### src/rtl/mem_arbiter.sv
// mem_arbiter: shares one multi-cycle memory between fetch and data ports.
// Define ARB_RR_EN for round-robin arbitration; default is data-first fixed priority.
module mem_arbiter #(
  parameter int LATENCY = 3,
  parameter int AW = 32
) (
  input  logic          clk_i,
  input  logic          rst_i,
  input  logic          if_req_i,
  input  logic [AW-1:0] if_addr_i,
  output logic [31:0]   if_rdata_o,
  output logic          if_ack_o,
  input  logic          dm_req_i,
  input  logic          dm_we_i,
  input  logic [AW-1:0] dm_addr_i,
  input  logic [31:0]   dm_wdata_i,
  output logic [31:0]   dm_rdata_o,
  output logic          dm_ack_o,
  output logic          mem_en_o,
  output logic          mem_we_o,
  output logic [AW-1:0] mem_addr_o,
  output logic [31:0]   mem_wdata_o,
  input  logic [31:0]   mem_rdata_i,
  output logic          stall_o,
  output logic          busy_o
);
  typedef enum logic [1:0] {IDLE, ACC, RESP} state_t;
  state_t state, nextState;
  logic [3:0] cnt;
  logic grantDm, weReg, pickDm, grant, done;
`ifdef ARB_RR_EN
  logic lastDm;
  assign pickDm = dm_req_i & (~if_req_i | ~lastDm);
  always_ff @(posedge clk_i)
    if (rst_i) lastDm <= 1'b0;
    else if (grant) lastDm <= pickDm;
`else
  assign pickDm = dm_req_i;
`endif
  always_comb begin
    nextState = state;
    grant = 1'b0;
    done = 1'b0;
    case (state)
      IDLE: begin
        grant = if_req_i | dm_req_i;
        nextState = grant ? ACC : IDLE;
      end
      ACC: begin
        done = cnt == 4'd0;
        nextState = done ? RESP : ACC;
      end
      default: nextState = IDLE;
    endcase
  end
  assign mem_en_o = state == ACC;
  assign mem_we_o = mem_en_o & weReg;
  assign if_ack_o = (state == RESP) & ~grantDm;
  assign dm_ack_o = (state == RESP) & grantDm;
  assign busy_o   = state != IDLE;
  assign stall_o  = (if_req_i & ~if_ack_o) | (dm_req_i & ~dm_ack_o);
  always_ff @(posedge clk_i)
    if (rst_i) state <= IDLE;
    else state <= nextState;
  // Address/data registers double as the held memory-side outputs between transactions.
  always_ff @(posedge clk_i)
    if (rst_i) begin
      cnt <= 4'd0;
      grantDm <= 1'b0;
      weReg <= 1'b0;
      mem_addr_o <= '0;
      mem_wdata_o <= '0;
      if_rdata_o <= '0;
      dm_rdata_o <= '0;
    end else begin
      if (grant) begin
        grantDm <= pickDm;
        weReg <= pickDm & dm_we_i;
        mem_addr_o <= pickDm ? dm_addr_i : if_addr_i;
        mem_wdata_o <= pickDm ? dm_wdata_i : mem_wdata_o;
        cnt <= 4'(LATENCY - 1);
      end else if (state == ACC && !done) cnt <= cnt - 4'd1;
      if (done && !weReg && grantDm) dm_rdata_o <= mem_rdata_i;
      if (done && !weReg && !grantDm) if_rdata_o <= mem_rdata_i;
    end
endmodule

### config.mk
export PLATFORM = sky130hd
export DESIGN_NAME = mem_arbiter
export DESIGN_NICKNAME = d
export VERILOG_FILES = /design/src/rtl/mem_arbiter.sv
export SDC_FILE = /design/constraint.sdc
export NUM_CORES = 1
export LEC_CHECK = 0
export ABC_AREA = 1
export CORE_UTILIZATION = 41
export DETAILED_ROUTE_END_ITERATION = 8
export PLACE_DENSITY = 0.8
export SKIP_CTS_REPAIR_TIMING = 1
export SLEW_MARGIN = 20
export SYNTH_ARGS = -nofsm -noshare
export SYNTH_HDL_FRONTEND = slang
export SYNTH_SLANG_ARGS = --single-unit
### constraint.sdc
create_clock -name clk_i -period 1.9 [get_ports clk_i]
set_clock_uncertainty 0.2 [all_clocks]
set_input_delay 0.475 -clock clk_i [delete_from_list [all_inputs] [get_ports clk_i]]
set_output_delay 0.475 -clock clk_i [all_outputs]
set_load 0.1 [all_outputs]
==> results.md, run 1 <==
* DPL Wire Length at 13700 microns
* Static leakage at 0.00470 uW
* H-tree levels at 4
* Diodes inserted at 0
* Failing checks: setup timing
* Max Root-Sink Buffers at 2
* Initial antenna violation count at 0
* Clk sinks at 136
* Crit path launch: grantDm$_SDFFE_PP0P_
* GP Congestion at 0.832
* Synthesized area per cell at 6.90 sq um
* Final Slew Violations at 0
* Reg-to-reg startpoint: cnt[1]$_SDFFE_PP0P_
* Worst Max-Slew Pin Slew at 0.485 ns
* Synth Cell Area at 5710 sq um
* Met3 GRT Util at 0.0803
* Fin worst setup slack at -0.142 ns
* Crit-path slowest cell: dfxtp_4
* Final setup vio count at 6
* Initial Util at 0.426
* Pin count of the biggest net entering global routing at 65
* Area growth syn-to-layout at 87.7%
* Reg area at 2730 sq um
* Seq/Total Area, Yosys at 0.477
* FMAX at 490 MHz
* Worst Setup End Kind: output port
* Die H at 120 microns
* Final hold vios at 0
* Final ANT Viol Nets at 0
* Final total power at 11500 uW
* CTS Root Cell: clkbuf_16
* Max-slew headroom at 0.677
* Die width at 120 microns
* IO Count at 267
* CTS Buf Count at 17
* DRT iter0 DRCs at 664
* Routed len/inst at 15.6 microns
* # DRC at 0
* Status: finished with violations
* Overall Global Routing Usage at 0.269
* Post-synth EDFFs at 0
* Flops & latches, synth at 136
* Total of max-cap violations at 0
* Busiest metal layer after global routing: met2
* Setup WS pre-CTS at -0.220 ns
* Worst-case reg-to-reg path depth at 9
* Row Count at 42
* Post-Synthesis Cells at 827
* Share of cells above drive strength 1 at 0.205
* Worst Setup Start Kind: flip-flop
* Met1 Usage GRT at 0.288
* Core area at 13400 sq um
* Die area at 14400 sq um
* Vias in the first global route at 6209
* Ys async rst share at 0
* Placed Cells at 1237
* CP required at 1.22 ns
* Mapped Nets at 962
* Worst r2r dst: if_rdata_o[8]$_SDFFE_PP0P_
* Critical Path End: stall_o
* First-pass detailed-route iteration total at 7
* Delay of the slowest critical-path stage at 0.39 ns
* Cell chain of the critical path: inv_8, nor3_4, o22ai_4, buf_12
* Nets at 1224
* Via density at 5.05
* Worst Path Arrival at 1.37 ns
* Grt met2 use at 0.490
* Via count at 6454
* Post-synth top flop: dfxtp_1
* Crit path max fanout at 3
* Yosys warning count at 0
* WS Path Type: reg2out
* Clock-pin slew on the worst setup and hold paths at 0.05 ns
* Reg2Reg Setup Slack at 0.08 ns
* Fin crit period at 2.04 ns
* Worst hold path class: reg2reg
* Total routed wirelength at 19900 microns
* FILL cells at 781
* Yosys cell types at 23
* CTS tree: built
* Overflow after GRT at 0
* Non-filler cells, final at 1277
* Final period utilization at 1.07
* Pwr dens at 1070 nW/um^2
* RSZ-0062 raised after global routing: yes
* First-pass GRT wire length at 30300 microns
* Worst-skew pair later-pin latency at 0.41 ns
* Multi-input combinational cell area at 2590 sq um
* Number of port buffers at 266
* End-of-flow core utilization at 0.799
* Peak supply drop at 0.802 mV
logic make-up (layout without fill, tap and decap cells):
| kind of cell | Yosys count | count (layout) | share of synthesized area |
|---|---|---|---|
| DFF | 136 | 136 | 0.477 |
| xor gates and xnor gates | 1 | 1 | 0.00154 |
| adders and majority gates | 2 | 2 | 0.00438 |
| AOI/OAI and AO/OA | 72 | 72 | 0.0642 |
| and+or+nand+nor | 511 | 511 | 0.373 |
| buffers and inverters | 105 | 379 | 0.0798 |
per-stage QoR:
step	setup TNS [ns]	cell area, sq um	hold slack, ns
global placement	-8.11	10000	0.254
detailed placement	-10.16	10000	0.263
CTS	-0.807	10600	0.270
global route	-0.912	10700	0.307
floorplan	-1.41	5810	0.245
finish	-0.612	10700	0.279
layout by cell type, fill, tap and decap left out, drive strengths merged:
cell type and count:
nand4 65, dlymetal6s2s 2, clkdlybuf4s50 130, nand3b 1, inv 44, o22ai 2, o21ai 67, dfxtp 136
nand2 173, buf 169, nand3 1, clkbuf 25, clkinv 6, clkinvlp 3, nor2 266, ha 2
xor2 1, a21oi 3, nor3 5
where the power goes:
part / internal [uW] / leakage, uW / switching, uW
clock network: 1790 / 0.000261 / 1190
registers: 3170 / 0.00112 / 332
logic: 1800 / 0.00332 / 3190
flip-flops by register name, indices dropped and copies added (netlist names):
name and cells:
mem_addr_o 32, if_rdata_o 32, cnt 4, weReg 1, state 2, grantDm 1, dm_rdata_o 32, mem_wdata_o 32
layout make-up:
cell class,instances,share of cell area
Clock buffer,23,0.0456
Tap cell,176,0.0206
Inverter,45,0.0168
Clock inverter,8,0.00444
Multi-Input combinational cell,586,0.242
Sequential cell,136,0.255
Timing Repair Buffer,303,0.415
critical path, delay by kind of cell (launching register included):
family                 cells  cell delay, ns
DFF                        1            0.39
AOI/OAI and AO/OA          1            0.12
and+or+nand+nor            1            0.23
buffers and inverters      2            0.22
how the worst min path moves through the flow:
stage | slack (ns) | start | endpoint | cells after the start
3_5_place_dp | 0.26 | cnt[0]$_SDFFE_PP0P_ | cnt[0]$_SDFFE_PP0P_ | 2
5_1_grt | 0.31 | cnt[0]$_SDFFE_PP0P_ | cnt[0]$_SDFFE_PP0P_ | 2
4_1_cts | 0.27 | cnt[0]$_SDFFE_PP0P_ | cnt[0]$_SDFFE_PP0P_ | 2
3_3_place_gp | 0.25 | cnt[0]$_SDFFE_PP0P_ | cnt[0]$_SDFFE_PP0P_ | 2
6_report | 0.28 | cnt[0]$_SDFFE_PP0P_ | cnt[0]$_SDFFE_PP0P_ | 2
2_1_floorplan | 0.25 | cnt[0]$_SDFFE_PP0P_ | cnt[0]$_SDFFE_PP0P_ | 2
synthesized netlist by cell type, types with 5 or more instances:
cell type | number | area [sq um]
nor2_1 | 262 | 983
nand2_1 | 173 | 649
dfxtp_1 | 136 | 2720
nand4_1 | 64 | 400
o21ai_0 | 57 | 285
inv_1 | 37 | 139
clkbuf_1 | 19 | 71.3
buf_1 | 16 | 60.1
buf_2 | 12 | 60.1
buf_4 | 12 | 90.1
o21ai_1 | 9 | 45.0
inv_2 | 8 | 30.0
nor3_1 | 5 | 25.0
metal layers:
layer	vias to the layer above	wire [microns]
li1	3146	-
met1	2946	7230
met2	322	10500
met3	40	1680
met4	0	523
met5	-	0
Power figures use the tool's default switching activity.
==> run 2, diff against run 1 <==
- GPL_ROUTABILITY_DRIVEN: not set -> 0
- PLACE_DENSITY: 0.8 -> 0.85
==> run 2 against run 1 <==
  * Flip-flop and latch count is the same
  * The run still ends with setup timing left
  * Die area is the same
  * Global-route usage grew 0.41 points
  * First-iteration DRC count shrank 14%
  * Critical path depth is the same
  * Largest power group unchanged
==> results.md, run 2 (synthesis results as in run 1) <==
* Core area at 13400 sq um
* Switch Pwr at 4780 uW
* H-tree levels at 4
* CTS tree: built
* Final setup vio count at 5
* First-pass detailed-route iteration total at 5
* Worst Setup End Kind: output port
* Worst Path Arrival at 1.45 ns
* RSZ-0062 raised after global routing: yes
* Initial Util at 0.426
* Internal power at 7400 uW
* Placed Cells at 1244
* Crit path max fanout at 3
* Die H at 120 microns
* CP Depth at 4
* WS Path Type: reg2out
* Clock-pin slew on the worst setup and hold paths at 0.06 ns
* Status: finished with violations
* Number of port buffers at 266
* Crit path launch: grantDm$_SDFFE_PP0P_
* Total of max-cap violations at 0
* Routed len/inst at 15.5 microns
* Initial antenna violation count at 0
* Most frequent cells in the layout: nor2_1 (259), nand2_1 (172), buf_12 (146), dfxtp_1 (133), clkdlybuf4s50_1 (132)
* CTS Root Cell: clkbuf_16
* Critical Path End: stall_o
* Peak supply drop at 0.828 mV
* Worst-case reg-to-reg path depth at 9
* Via count at 6537
* Fin crit period at 2.13 ns
* Total routed wirelength at 19800 microns
* Pwr dens at 1120 nW/um^2
* Static leakage at 0.00478 uW
* DPL Wire Length at 14200 microns
* Net Sw Frac at 0.392
* Overall Global Routing Usage at 0.273
* CTS Buf Count at 17
* Final period utilization at 1.12
* Vias in the first global route at 6515
* Hold Path Depth at 2
* Fin Hold WS at 0.288 ns
* Worst Max-Slew Pin Slew at 0.415 ns
* Reg2Reg Setup Slack at 0.05 ns
* Share of cells above drive strength 1 at 0.211
* Overflow after GRT at 0
* Non-filler cells, final at 1282
* Worst hold path class: reg2reg
* Nets at 1229
* Diodes inserted at 0
* FMAX at 470 MHz
* Failing checks: setup timing
* Final Slew Violations at 0
* Setup TNS at -0.614 ns
* Comb pwr share at 0.410
* Final ANT Viol Nets at 0
* Die area at 14400 sq um
* Clock Power Share at 0.303
* Cell chain of the critical path: inv_8, nor3_4, o22ai_4, buf_12
* Crit-path slowest cell: dfxtp_4
* Worst path top cell family by delay: flip-flops
* Max-slew headroom at 0.724
* Die width at 120 microns
* Clk sinks at 136
* Sequential fraction of design power at 0.287
* Worst Setup Start Kind: flip-flop
* Most common cell after layout, fill and taps aside: nor2_1
* CP required at 1.22 ns
* Worst r2r dst: if_rdata_o[13]$_SDFFE_PP0P_
* Area growth syn-to-layout at 90.8%
* Reg-to-reg startpoint: cnt[0]$_SDFFE_PP0P_
* Max Root-Sink Buffers at 2
* FILL cells at 756
* Fin worst setup slack at -0.228 ns
* Row Count at 42
* First-pass GRT wire length at 31000 microns
* IO Count at 267
* Delay of the slowest critical-path stage at 0.39 ns
* Final hold vios at 0
* DRT iter0 DRCs at 573
* # DRC at 0
* Worst-skew pair later-pin latency at 0.41 ns
* Pin count of the biggest net entering global routing at 65
* Crit path buffers/inverters at 2
* Via density at 5.10
run 2: tightest hold or removal path, stage by stage (launching register included):
cell and delay (ns):
dfxtp_1 0.31, nand2_1 0.07, a21oi_1 0.06
run 2: layer usage:
layer  track usage  wire [microns]  vias to the layer above  part of all wire
met5             0               0                        -                 0
met4         0.121             608                        0             0.031
met3        0.0727            1590                       46             0.080
met2         0.504           10300                      324              0.52
met1         0.287            7300                     3017              0.37
li1              -               -                     3150                 -
run 2: layout make-up:
class                           instances  area [sq um]  area share
Tap cell                              176           220      0.0202
Clock inverter                         11           194      0.0178
Clock buffer                           20           467      0.0429
Timing Repair Buffer                  308          4490       0.412
Multi-Input combinational cell        586          2600       0.239
Sequential cell                       136          2730       0.251
Inverter                               45           183      0.0168
run 2: how the worst min path moves through the flow:
stage | slack [ns] | startpoint | end
floorplan | 0.25 | cnt[0]$_SDFFE_PP0P_ | cnt[0]$_SDFFE_PP0P_
detailed placement | 0.28 | cnt[0]$_SDFFE_PP0P_ | cnt[0]$_SDFFE_PP0P_
global route | 0.30 | cnt[0]$_SDFFE_PP0P_ | cnt[0]$_SDFFE_PP0P_
finish | 0.29 | cnt[0]$_SDFFE_PP0P_ | cnt[0]$_SDFFE_PP0P_
global placement | 0.26 | cnt[0]$_SDFFE_PP0P_ | cnt[0]$_SDFFE_PP0P_
CTS | 0.29 | cnt[0]$_SDFFE_PP0P_ | cnt[0]$_SDFFE_PP0P_
run 2: power groups by stage:
stage,registers [uW],clock network (uW),logic [uW]
4_1_cts,3500,3730,4940
5_1_grt,3530,3860,5180
3_3_place_gp,3540,0,4850
3_5_place_dp,3550,0,4920
2_1_floorplan,5450,0,983
6_report,3500,3690,4990
run 2: metrics by stage:
| step | instance area [sq um] | power [uW] | setup WS [ns] | utilization |
|---|---|---|---|---|
| after detailed placement | 10100 | 8470 | -0.235 | 0.756 |
| after CTS | 10800 | 12200 | -0.254 | 0.806 |
| after global placement | 10100 | 8390 | -0.174 | 0.756 |
| after floorplan | 5810 | 6430 | -0.526 | - |
| after global routing | 10900 | 12600 | -0.242 | 0.813 |
| final | 10900 | 12200 | -0.228 | 0.813 |
==> run 3, diff against run 2 <==
- ABC_AREA: 1 -> not set
==> run 3 against run 2 <==
  * The run still ends with setup timing left
  * Utilization up 0.91 points
  * Die area down 0.78%
  * Maximum frequency down 5.6%
  * Sequential share of layout area down 0.18 points
  * Setup slack worse by 0.13 ns
  * Design area up 0.72%
  * Clock power down 9.8%
  * Worst hold slack better by 0.023 ns
==> results.md, run 3 <==
* CP required at 2.02 ns
* Die area at 14300 sq um
* Final hold vios at 0
* Nets at 973
* DPL Wire Length at 14000 microns
* Final period utilization at 1.19
* Routed len/inst at 20.8 microns
* First-pass detailed-route iteration total at 5
* Post-Synthesis Cells at 550
* FMAX at 444 MHz
* Synth Cell Area at 5660 sq um
* Clk sinks at 136
* Top-count cell post-synth: dfxtp_1
* Worst hold path class: reg2reg
* # DRC at 0
* Via density at 5.23
* Comb pwr share at 0.378
* Peak supply drop at 0.532 mV
* Fin Hold WS at 0.311 ns
* CTS Root Cell: clkbuf_16
* Static leakage at 0.00451 uW
* Core area at 13300 sq um
* Total routed wirelength at 21300 microns
* Worst Path Arrival at 2.37 ns
* Non-filler cells, final at 1027
* Overall Global Routing Usage at 0.267
* Seq/Total Area, Yosys at 0.481
* CTS tree: built
* Met3 WL at 1570 microns
* Pwr dens at 981 nW/um^2
* DR WL met2 at 11300 microns
* Share of the synthesized area in the top cell type at 0.481
* Vias in the first global route at 5670
* Post-synth EDFFs at 0
* Synth cell count leaders: dfxtp_1 (136), mux2i_1 (128), nand2b_1 (97), nor2_1 (38), a21oi_1 (37)
* Internal power at 6750 uW
* Diodes inserted at 0
* Yosys warning count at 0
* Row Count at 42
* Status: finished with violations
* Critical Path End: if_rdata_o[18]$_SDFFE_PP0P_
* Worst Setup End Kind: flip-flop
* Clock-pin slew on the worst setup and hold paths at 0.06 ns
* Fin crit period at 2.25 ns
* Share of cells above drive strength 1 at 0.290
* Worst Setup Start Kind: flip-flop
* Cell Area, Placed at 10100 sq um
* RSZ-0062 raised after global routing: yes
* Yosys cell types at 34
* Reg2Reg Setup Slack at -0.35 ns
* Fin worst setup slack at -0.353 ns
* Worst-case reg-to-reg path depth at 6
* Ys async rst share at 0
* Total of max-cap violations at 0
* Switch Pwr at 4010 uW
* Initial antenna violation count at 0
* DRT iter0 DRCs at 308
* Net Sw Frac at 0.373
* Setup WS pre-CTS at -0.269 ns
* Via count at 5367
* Final setup vio count at 73
* Crit path max fanout at 12
* Clock Power Share at 0.310
* Worst r2r dst: if_rdata_o[18]$_SDFFE_PP0P_
* Area growth syn-to-layout at 93.7%
* Pin count of the biggest net entering global routing at 60
* Placed Cells at 977
* CTS Buf Count at 17
* First-pass GRT wire length at 29400 microns
* Max Root-Sink Buffers at 2
* Max-slew headroom at 0.777
* Worst-skew pair later-pin latency at 0.42 ns
* Final ANT Viol Nets at 0
* Number of port buffers at 266
* Most frequent cells in the layout: buf_12 (145), dfxtp_1 (131), clkdlybuf4s50_1 (129), mux2i_1 (124), nand2b_1 (96)
* Sequential fraction of design power at 0.313
* Mapped Nets at 685
* Largest cells by area after synthesis: dfxtp_1 (48%), mux2i_1 (23%), nand2b_1 (11%)
* Most common cell after layout, fill and taps aside: buf_12
* Final Slew Violations at 0
* Fin area at 11000 sq um
* Failing checks: setup timing
* Die width at 120 microns
* Largest area contributor in the netlist: dfxtp_1
* Initial Util at 0.424
* IO Count at 267
* Reg-to-reg startpoint: cnt[0]$_SDFFE_PP0P_
* H-tree levels at 4
* Die H at 120 microns
* Flops & latches, synth at 136
* Synthesized area per cell at 10.3 sq um
* Worst Max-Slew Pin Slew at 0.324 ns
* Crit path launch: cnt[0]$_SDFFE_PP0P_
* Overflow after GRT at 0
* WS Path Type: reg2reg
* M1 WL at 7570 microns
* DR top layer: met4
* Post-synth top flop: dfxtp_1
-- run 3: cell types whose count changed in the layout (fill, tap and decap cells not counted), sizes merged, moves of 32 or more --
cell	delta
nor2	-228
nand2	-171
mux2i	+128
nand2b	+97
nand4	-65
o21ai	-64
inv	-36
a21oi	+34
a211oi	+32
-- run 3: kinds of logic after synthesis --
kind of cell             Yosys count  synth area share
AND/OR/NAND/NOR                  152             0.156
flip-flops                       136             0.481
multiplexers                     128             0.226
AO/OA/AOI/OAI                     79            0.0875
buffers and inverters             53            0.0453
adder cells (fa/ha/maj)            2           0.00442
-- run 3: power by group through the flow --
stage,registers [uW],logic (uW),clock network [uW]
2_1_floorplan,4830,836,0
3_3_place_gp,3390,3820,0
3_5_place_dp,3400,3910,0
4_1_cts,3350,3920,3330
5_1_grt,3380,4170,3500
6_report,3360,4060,3330
-- run 3: how the worst min path moves through the flow --
stage	start	end	slack (ns)	cells after the start
3_5_place_dp	dm_rdata_o[2]$_SDFFE_PP0P_	dm_rdata_o[2]$_SDFFE_PP0P_	0.30	2
2_1_floorplan	cnt[3]$_SDFFE_PP0P_	cnt[3]$_SDFFE_PP0P_	0.26	2
3_3_place_gp	dm_rdata_o[19]$_SDFFE_PP0P_	dm_rdata_o[19]$_SDFFE_PP0P_	0.29	2
4_1_cts	dm_rdata_o[20]$_SDFFE_PP0P_	dm_rdata_o[20]$_SDFFE_PP0P_	0.31	2
5_1_grt	rst_i	mem_wdata_o[7]$_SDFFE_PP0P_	0.33	3
6_report	dm_rdata_o[20]$_SDFFE_PP0P_	dm_rdata_o[20]$_SDFFE_PP0P_	0.31	2
-- run 3: final cells by class --
class | instances | area (sq um)
inverter | 8 | 45.0
clock buffer | 20 | 467
multi-input combinational | 361 | 2790
clock inverter | 12 | 123
timing repair buffer | 314 | 4590
tap | 176 | 220
sequential | 136 | 2730
fill | 668 | 2380
-- run 3: worst max-delay path, stage by stage, from the launching register on --
cell	delay (ns)
dfxtp_2	0.32
inv_2	0.08
ha_4	0.14
or3b_4	0.40
or4_4	0.56
buf_12	0.19
mux2i_1	0.25
-- run 3: per-stage QoR --
| step | utilization | power (uW) | TNS [ns] |
|---|---|---|---|
| finish | 0.822 | 10800 | -13.47 |
| global route | 0.822 | 11100 | -17.20 |
| CTS | 0.801 | 10600 | -14.42 |
| detailed placement | 0.757 | 7310 | -15.44 |
| global placement | 0.757 | 7210 | -11.26 |
| floorplan | - | 5670 | -25.96 |
-- run 3: metal layers --
| metal | GRT usage | vias to the layer above |
|---|---|---|
| li1 | - | 2474 |
| met1 | 0.270 | 2548 |
| met2 | 0.494 | 272 |
| met3 | 0.0865 | 73 |
| met4 | 0.122 | 0 |
| met5 | 0 | - |
